File: src/rtl/skin_centroid_tracker.sv
// Skin-colour classifier and per-frame hand centroid for the OV7670 RGB565 stream.
// Accumulates skin pixel statistics per frame and divides them sequentially at end of frame.
module skin_centroid_tracker #(
    parameter int IMG_W      = 640,
    parameter int IMG_H      = 480,
    parameter int CNT_W      = 19,
    parameter int SUM_W      = 28,
    parameter int R_MIN      = 12,
    parameter int G_MARGIN   = 8,
    parameter int B_MARGIN   = 4,
    parameter int MIN_PIXELS = 256
) (
    input  logic             sys_clk,
    input  logic             rst_n,
    input  logic [15:0]      pixel_data,
    input  logic             pixel_valid,
    input  logic             frame_done,
    output logic [9:0]       centroid_x,
    output logic [9:0]       centroid_y,
    output logic [CNT_W-1:0] skin_count,
    output logic             hand_present,
    output logic             result_valid,
    output logic             overrun
);

    localparam int BIT_W = $clog2(SUM_W);

    typedef enum logic [2:0] {
        ST_IDLE  = 3'd0,
        ST_LOAD  = 3'd1,
        ST_DIV_X = 3'd2,
        ST_DIV_Y = 3'd3,
        ST_DONE  = 3'd4
    } state_t;

    function automatic logic [CNT_W-1:0] sat_inc(input logic [CNT_W-1:0] a);
        if (a == {CNT_W{1'b1}}) begin
            return a;
        end else begin
            return a + CNT_W'(1'b1);
        end
    endfunction

    function automatic logic [SUM_W-1:0] sat_add(input logic [SUM_W-1:0] a, input logic [9:0] b);
        logic [SUM_W:0] s;
        s = {1'b0, a} + {{(SUM_W-9){1'b0}}, b};
        if (s[SUM_W]) begin
            return {SUM_W{1'b1}};
        end else begin
            return s[SUM_W-1:0];
        end
    endfunction

    state_t           state_r, state_nxt_s;
    logic [4:0]       r5_s, b5_s;
    logic [5:0]       g6_s;
    logic             skin_s, hit_s;
    logic [9:0]       x_r, y_r;
    logic [CNT_W-1:0] cnt_r, cnt_nxt_s, snap_cnt_r;
    logic [SUM_W-1:0] sumx_r, sumy_r, sumx_nxt_s, sumy_nxt_s;
    logic [SUM_W-1:0] snap_sumy_r, snap_sumx_r, dvd_r;
    logic [CNT_W-1:0] rem_r, rem_nxt_s;
    logic [CNT_W:0]   rem_sh_s;
    logic             qbit_s, last_bit_s;
    logic [BIT_W-1:0] bit_r;
    logic [9:0]       qx_r, qy_r;

    // Fixed-threshold skin classifier; all sums are 7 bits so none overflow.
    always_comb begin
        r5_s   = pixel_data[15:11];
        g6_s   = pixel_data[10:5];
        b5_s   = pixel_data[4:0];
        skin_s = ({2'b00, r5_s} >= 7'(R_MIN)) &&
                 ({1'b0, r5_s, 1'b0} > ({1'b0, g6_s} + 7'(G_MARGIN))) &&
                 ({2'b00, r5_s} > ({2'b00, b5_s} + 7'(B_MARGIN)));
        hit_s  = pixel_valid && skin_s;
    end

    // Accumulator values including the current pixel, shared by update and snapshot.
    always_comb begin
        cnt_nxt_s  = cnt_r;
        sumx_nxt_s = sumx_r;
        sumy_nxt_s = sumy_r;
        if (hit_s) begin
            cnt_nxt_s  = sat_inc(cnt_r);
            sumx_nxt_s = sat_add(sumx_r, x_r);
            sumy_nxt_s = sat_add(sumy_r, y_r);
        end else begin
            cnt_nxt_s  = cnt_r;
        end
    end

    // Pixel coordinates and per-frame accumulators; frame_done always starts a fresh frame.
    always_ff @(posedge sys_clk or negedge rst_n) begin
        if (!rst_n) begin
            x_r    <= 10'd0;
            y_r    <= 10'd0;
            cnt_r  <= {CNT_W{1'b0}};
            sumx_r <= {SUM_W{1'b0}};
            sumy_r <= {SUM_W{1'b0}};
        end else if (frame_done) begin
            x_r    <= 10'd0;
            y_r    <= 10'd0;
            cnt_r  <= {CNT_W{1'b0}};
            sumx_r <= {SUM_W{1'b0}};
            sumy_r <= {SUM_W{1'b0}};
        end else begin
            cnt_r  <= cnt_nxt_s;
            sumx_r <= sumx_nxt_s;
            sumy_r <= sumy_nxt_s;
            if (pixel_valid) begin
                if (x_r == 10'(IMG_W - 1)) begin
                    x_r <= 10'd0;
                    if (y_r != 10'(IMG_H - 1)) begin
                        y_r <= y_r + 10'd1;
                    end
                end else begin
                    x_r <= x_r + 10'd1;
                end
            end
        end
    end

    // FSM state register.
    always_ff @(posedge sys_clk or negedge rst_n) begin
        if (!rst_n) begin
            state_r <= ST_IDLE;
        end else begin
            state_r <= state_nxt_s;
        end
    end

    // Next-state logic: one LOAD cycle, SUM_W steps per coordinate, one DONE cycle.
    always_comb begin
        state_nxt_s = state_r;
        last_bit_s  = (bit_r == BIT_W'(SUM_W - 1));
        case (state_r)
            ST_IDLE:  state_nxt_s = frame_done ? ST_LOAD : ST_IDLE;
            ST_LOAD:  state_nxt_s = ST_DIV_X;
            ST_DIV_X: state_nxt_s = last_bit_s ? ST_DIV_Y : ST_DIV_X;
            ST_DIV_Y: state_nxt_s = last_bit_s ? ST_DONE : ST_DIV_Y;
            ST_DONE:  state_nxt_s = ST_IDLE;
            default:  state_nxt_s = ST_IDLE;
        endcase
    end

    // One restoring-division step: shift in the next dividend bit, subtract if it fits.
    always_comb begin
        rem_sh_s = {rem_r, dvd_r[SUM_W-1]};
        if (rem_sh_s >= {1'b0, snap_cnt_r}) begin
            qbit_s    = 1'b1;
            rem_nxt_s = CNT_W'(rem_sh_s - {1'b0, snap_cnt_r});
        end else begin
            qbit_s    = 1'b0;
            rem_nxt_s = rem_sh_s[CNT_W-1:0];
        end
    end

    // Snapshot and shared divider datapath; quotients shift straight into qx_r/qy_r.
    always_ff @(posedge sys_clk or negedge rst_n) begin
        if (!rst_n) begin
            snap_cnt_r  <= {CNT_W{1'b0}};
            snap_sumx_r <= {SUM_W{1'b0}};
            snap_sumy_r <= {SUM_W{1'b0}};
            dvd_r       <= {SUM_W{1'b0}};
            rem_r       <= {CNT_W{1'b0}};
            bit_r       <= {BIT_W{1'b0}};
            qx_r        <= 10'd0;
            qy_r        <= 10'd0;
        end else begin
            case (state_r)
                ST_IDLE: begin
                    if (frame_done) begin
                        snap_cnt_r  <= cnt_nxt_s;
                        snap_sumx_r <= sumx_nxt_s;
                        snap_sumy_r <= sumy_nxt_s;
                    end
                end
                ST_LOAD: begin
                    dvd_r <= snap_sumx_r;
                    rem_r <= {CNT_W{1'b0}};
                    bit_r <= {BIT_W{1'b0}};
                end
                ST_DIV_X, ST_DIV_Y: begin
                    if (state_r == ST_DIV_X) begin
                        qx_r <= {qx_r[8:0], qbit_s};
                    end else begin
                        qy_r <= {qy_r[8:0], qbit_s};
                    end
                    if (last_bit_s) begin
                        dvd_r <= snap_sumy_r;
                        rem_r <= {CNT_W{1'b0}};
                        bit_r <= {BIT_W{1'b0}};
                    end else begin
                        dvd_r <= {dvd_r[SUM_W-2:0], 1'b0};
                        rem_r <= rem_nxt_s;
                        bit_r <= bit_r + BIT_W'(1'b1);
                    end
                end
                ST_DONE: begin
                    bit_r <= {BIT_W{1'b0}};
                end
                default: begin
                    bit_r <= {BIT_W{1'b0}};
                end
            endcase
        end
    end

    // Registered outputs; an empty frame bypasses the meaningless quotient.
    always_ff @(posedge sys_clk or negedge rst_n) begin
        if (!rst_n) begin
            centroid_x   <= 10'd0;
            centroid_y   <= 10'd0;
            skin_count   <= {CNT_W{1'b0}};
            hand_present <= 1'b0;
            result_valid <= 1'b0;
            overrun      <= 1'b0;
        end else begin
            overrun      <= frame_done && (state_r != ST_IDLE);
            result_valid <= (state_r == ST_DONE);
            if (state_r == ST_DONE) begin
                skin_count   <= snap_cnt_r;
                hand_present <= (snap_cnt_r >= CNT_W'(MIN_PIXELS));
                if (snap_cnt_r == {CNT_W{1'b0}}) begin
                    centroid_x <= 10'd0;
                    centroid_y <= 10'd0;
                end else begin
                    centroid_x <= qx_r;
                    centroid_y <= qy_r;
                end
            end
        end
    end

endmodule

File: config.mk
export PLATFORM = sky130hd
export DESIGN_NAME = skin_centroid_tracker
export DESIGN_NICKNAME = d
export VERILOG_FILES = /design/src/rtl/skin_centroid_tracker.sv
export SDC_FILE = /design/constraint.sdc
export NUM_CORES = 1
export LEC_CHECK = 0
export CAP_MARGIN = 40
export CORE_UTILIZATION = 41
export CTS_BUF_LIST = sky130_fd_sc_hd__clkbuf_8
export CTS_CLUSTER_SIZE = 30
export DETAILED_ROUTE_END_ITERATION = 8
export HOLD_SLACK_MARGIN = 0.08
export PLACE_DENSITY_LB_ADDON = 0.08
export SYNTH_ARGS = -nofsm -noshare
export SYNTH_HDL_FRONTEND = slang
export SYNTH_SLANG_ARGS = --single-unit
export TNS_END_PERCENT = 10
File: constraint.sdc
create_clock -name sys_clk -period 3.4 [get_ports sys_clk]
set_input_delay 0.68 -clock sys_clk [delete_from_list [all_inputs] [get_ports sys_clk]]
set_output_delay 0.68 -clock sys_clk [all_outputs]
set_load 0.02 [all_outputs]
* Word level (Yosys, flattened, before mapping) *
Index checks and enable logic that the tools add are counted.

word-level totals
  register bits = 287
  latch bits = 0
  memory bits (writable) = 0
  ROM bits = 0
  bits of input ports = 20
  output and inout port bits = 42
  word-level logic and storage cells = 89
  memories kept = 0

operators by class
  $add $sub $neg = 9
  multiply operators = 0
  divide/modulo/power cells = 0
  magnitude comparators = 5
  equal/unequal tests = 8
  shifts and indexed selects = 0
  mux-type cells = 30
  bitwise operators = 1
  reductions and logical operators = 16

operators with widths
  operator               number
  $mux 28                7
  $mux 19                5
  $mux 10                9
  $add 28x10->29         2
  $pmux 28 s2            1
  $pmux 19 s2            1
  $add 10x1->10 const B  2
  $ge 20x19->1           1
  $add 19x1->19 const B  1
  $eq 19x19->1 const B   1
  $ge 19x9->1 const B    1
  $logic_not 19->1       1
  $sub 19x19->19         1
  $pmux 3 s4             1
  $eq 10x10->1 const B   1
  $ne 10x9->1 const B    1
  $pmux 5 s2             1
  $reduce_bool 2->1      4
  $add 6x4->7 const B    1
  $gt 6x7->1             1
  $add 5x3->6 const B    1
  $eq 3x2->1 const B     2
  $gt 5x6->1             1
  $reduce_and 2->1       3
  other kinds (14)       19

* Longest topological paths before layout *
  depth after elaboration = 7
  gate-level depth with buffers = 13
  depth with buffers taken out = 12

* Least setup slack after synthesis *
Ideal clock, no wire load.

  kind = input port to flip-flop
  start = input pixel_data[2]
  end = register snap_sumx_r[24]
  setup time = 0.130 ns
  data arrival time = 2.920 ns
  data required time = 3.270 ns
  setup slack = 0.349 ns
  stages on the path = 11
  path buffers = 1
  path through = ha_1 > xnor2_1 > ha_1 > and3_1 > a311oi_1 > o311ai_1 > a211oi_1 > buf_2 > nand3_1 > mux2i_1 > o21ai_0

on the way
  longest elaborated chain between the ends = 5

ends and longest elaborated chain
  element               line  text
  from (decl)           15    input logic [15:0] pixel_data,
  $add 5x3->6           75    ({2'b00, r5_s} > ({2'b00, b5_s} + 7'(B_MARGIN)));
  $gt 5x6->1            75
  $logic_and 1x1->1     74    ({1'b0, r5_s, 1'b0} > ({1'b0, g6_s} + 7'(G_MARGIN))) &&
  $logic_and 1x1->1     76    hit_s = pixel_valid && skin_s;
  $mux 28               84    if (hit_s) begin
  to (signal assigned)  163   snap_sumx_r <= {SUM_W{1'b0}};
  to (signal assigned)  175   snap_sumx_r <= sumx_nxt_s;
  to (decl)             61    logic [SUM_W-1:0] snap_sumy_r, snap_sumx_r, dvd_r;

No other way between the ends.
A chain may end at the register's enable or synchronous reset.

* Worst setup path after layout *
  start = register y_r[0]
  end = register snap_sumy_r[11]

on the way
  longest elaborated chain between the ends = 3

ends and longest elaborated chain
  element                 line  text
  from (decl)             58    logic [9:0] x_r, y_r;
  from (signal assigned)  115   y_r <= y_r + 10'd1;
  $add 28x10->29          46    s = {1'b0, a} + {{(SUM_W-9){1'b0}}, b};
  $mux 28                 47    if (s[SUM_W]) begin
  $mux 28                 84
  to (signal assigned)    164   snap_sumy_r <= {SUM_W{1'b0}};
  to (signal assigned)    176   snap_sumy_r <= sumy_nxt_s;
  to (decl)               61

No other way between the ends.

==> summary.txt <==
Placement
  • Hpwl dp: roughly 24 mm
  • Pre-CTS setup slack: -0.3587 ns
  • GP Congestion: 0.8370
  • PortBufs: 61
  • Post-DP Area: 16030 µm²

Routing
  • 1st-iter DRT viols: 566
  • Via count: ~11000
  • Routed Antenna Nets: 0
  • WL final: 34.79 mm
  • WL/cell: 16.19 µm
  • Vias per cell: 5.294
  • DR DRC count: 0
  • TritonRoute pass-1 iters: 5

Timing
  • Max-slew headroom: 43.48%
  • Fmax: 317.9 MHz
  • Final hold violations: 0
  • Fin crit period: roughly 3.1 ns
  • Period utilization: 92.52%
  • Setup violations, final: 0
  • Hold WS: between 0.4 and 0.5 ns
  • Slew @ Worst Pin: 0.8447 ns
  • Clock Skews: around 0.03 ns
  • Crit path setup slack, layout: between 0.2 and 0.3 ns
  • Final Max Slew Viols: 0
  • RSZ-0062 raised after global routing: false

Clock tree
  • TritonCTS clock tree: yes
  • Clk sink count: approximately 290
  • Clk_lat worst skew: 0.59 ns
  • Root buffer cell: clkbuf_8
  • Reg clk slew, reported paths: 0.06 ns
  • Total CTS buffers: 51
  • CTS max path bufs: 3
  • H-tree depth: 2

Worst setup path
  • Max FO, Critical Path: 5
  • CP arrival: about 3.6 ns
  • Critical path class: register to register
  • Worst EP required: 3.85 ns
  • Worst setup SP type: register
  • Crit end category: register

Global route
  • Vias in the first global route: 11659
  • Largest net degree at the start of global routing: 93
  • First-pass GRT wire length: 59.50 mm
  • Initial antenna violation count: 0
  • GRT Util Overall: 20.20%
  • Total grt overflow: 0

Logic synthesis
  • Syn Std Cell Area: around 15000 µm²
  • Ys flop type: dfrtp_1
  • Syn Area/Cell: between 9 and 10 µm²
  • Share of flip-flops with an asynchronous set or reset: between 90% and 100%
  • Post-synthesis compound-gate area fraction: between 10% and 20%
  • Synth unique cells: 76
  • Syn Inst Count: 1566
  • Seq cells post-synth: 287
  • EDFF count, synth: 0
  • Synth Area in Simple Gates: 18.13%
  • Synth Area in Adders: about 5.2%
  • XOR/XNOR Fraction of Synth Area: between 3 and 4%
  • Number of warnings issued by yosys: 0
  • Largest family of logic cells by synthesized area: simple AND/OR/NAND/NOR gates
  • Net count after synthesis: 1644
  • Mux cell area share after synthesis: under 10%
  • Sequential element share of the synthesized area: about half

Outcome
  • Status: finished clean

Cells and area
  • Share of cells above drive strength 1: approximately 10%
  • Layout overhead on the synthesized area: 17.23%
  • Design area: 17020 µm²
  • Commonest non-fill, non-tap cells in the layout: dfrtp_1, nand2_1, o21ai_0, nor2_1, a21oi_1
  • Commonest non-fill, non-tap cell in the layout: dfrtp_1
  • Antenna cells: 0
  • Nets: 1737

Floorplan
  • DIE AREA: roughly 36000 µm²
  • Core Area: 34710 µm²
  • Die height: 190.2 µm
  • Initial Utilization: a little over two fifths
  • Chip Width: 190.2 µm
  • # rows: 68
  • Top Ports: between 60 and 70

Power
  • Cell area power density: between 600 and 700 nW/µm²
  • Peak supply drop: between 0.4 and 0.5 mV
  • Leakage: between 7 and 8 nW

Worst hold path
  • Min-Delay Path Class: register to register

Job
  • Max cap viols: 0
-- worst paths after layout --
kind                                from         endpoint  slack [ns]  depth (start not counted)
min                        skin_count[9]    skin_count[9]        0.48                          2
min reg2reg                skin_count[9]    skin_count[9]        0.48                          2
max                               y_r[0]  snap_sumy_r[11]        0.25                         11
max reg2reg                       y_r[0]  snap_sumy_r[11]        0.25                         11
min in group asynchronous          rst_n     result_valid        0.65                          2
max in group asynchronous          rst_n       sumy_r[25]        1.91                          3
-- final cells by class --
| class | instances | area [µm²] |
|---|---|---|
| multi-input combinational | 1153 | 6893 |
| fill | 3443 | 17690 |
| clock buffer | 62 | 853.3 |
| timing repair buffer | 124 | 1234 |
| tap | 455 | 569.3 |
| sequential | 287 | 7182 |
| inverter | 42 | 157.7 |
| clock inverter | 26 | 132.6 |
-- power breakdown --
part           internal (mW)  switching (mW)
logic                   1.24            1.62
registers               3.95           0.367
clock network           1.71            1.40
total                   6.89            3.39
-- critical path, stage by stage, from the launching register on --
cell and delay, ns:
dfrtp_1 0.43, ha_1 0.25, fa_1 0.42, a21o_1 0.20, a21o_1 0.20, a21oi_1 0.32
o21bai_1 0.19, o211ai_1 0.47, nor2_1 0.11, buf_4 0.17, nor2_1 0.15, o21ai_0 0.10
-- cells in the mapped netlist (14+ instances only) --
cell      count  area (µm²)
clkbuf_1     71       266.5
nand4_1      19       118.9
xnor2_1      34       297.8
nor4_1       14       87.58
inv_1        42       157.7
o21ai_0     156       780.8
dfrtp_1     287        7182
a21oi_1     106       530.5
a22o_1       20       175.2
nand3_1      37       185.2
nand2_1     260       975.9
a21o_1       14       105.1
and3_1       18       112.6
a31oi_1      15       93.84
xor2_1       31       271.5
ha_1         55       688.2
mux2_2       24       270.3
nor2_1      145       544.3
nor3_1       29       145.1
mux2i_1      25       250.2
-- cells by family (layout without fill, tap and decap cells) --
group                    Yosys count  count (layout)
multiplexers                      49              49
AND/OR/NAND/NOR                  585             585
buffers and inverters            126             254
AO/OA/AOI/OAI                    396             396
adder cells (fa/ha/maj)           58              58
flip-flops                       287             287
XOR/XNOR                          65              65
-- repair_timing --
action,4_1_cts,5_1_grt
hold buffers,1,0
endpoints found under the hold margin,57,0
resized for setup,0,0
setup buffers,0,0
-- registers in the layout, indices dropped and copies added (netlist names) --
name and count:
dvd_r 28, snap_sumx_r 28, snap_sumy_r 28, sumx_r 28, sumy_r 28, cnt_r 19, rem_r 19, skin_count 19
snap_cnt_r 19, centroid_x 10, centroid_y 10, qx_r 10, qy_r 10, x_r 10, y_r 10, bit_r 5
state_r 3, hand_present 1, overrun 1, result_valid 1
-- metrics by stage --
step	utilization (%)	cells	TNS (ns)	total power [mW]
floorplan	-	1566	0	6.367
global placement	46.09	2059	-15.54	7.194
detailed placement	46.16	2060	-23.87	7.255
CTS	49.03	2149	0	10.43
global route	49.03	2149	0	11.05
finish	49.03	2149	0	10.28
-- layer usage --
| layer | routed length, µm | global-route usage (%) | share of wire, % |
|---|---|---|---|
| met5 | 0 | 0 | 0 |
| met4 | 685 | 5.815 | 2.0 |
| met3 | 1228 | 3.191 | 3.5 |
| met2 | 16560 | 34.18 | 48 |
| met1 | 16320 | 26.63 | 47 |
(Power assumes the default switching activity.)
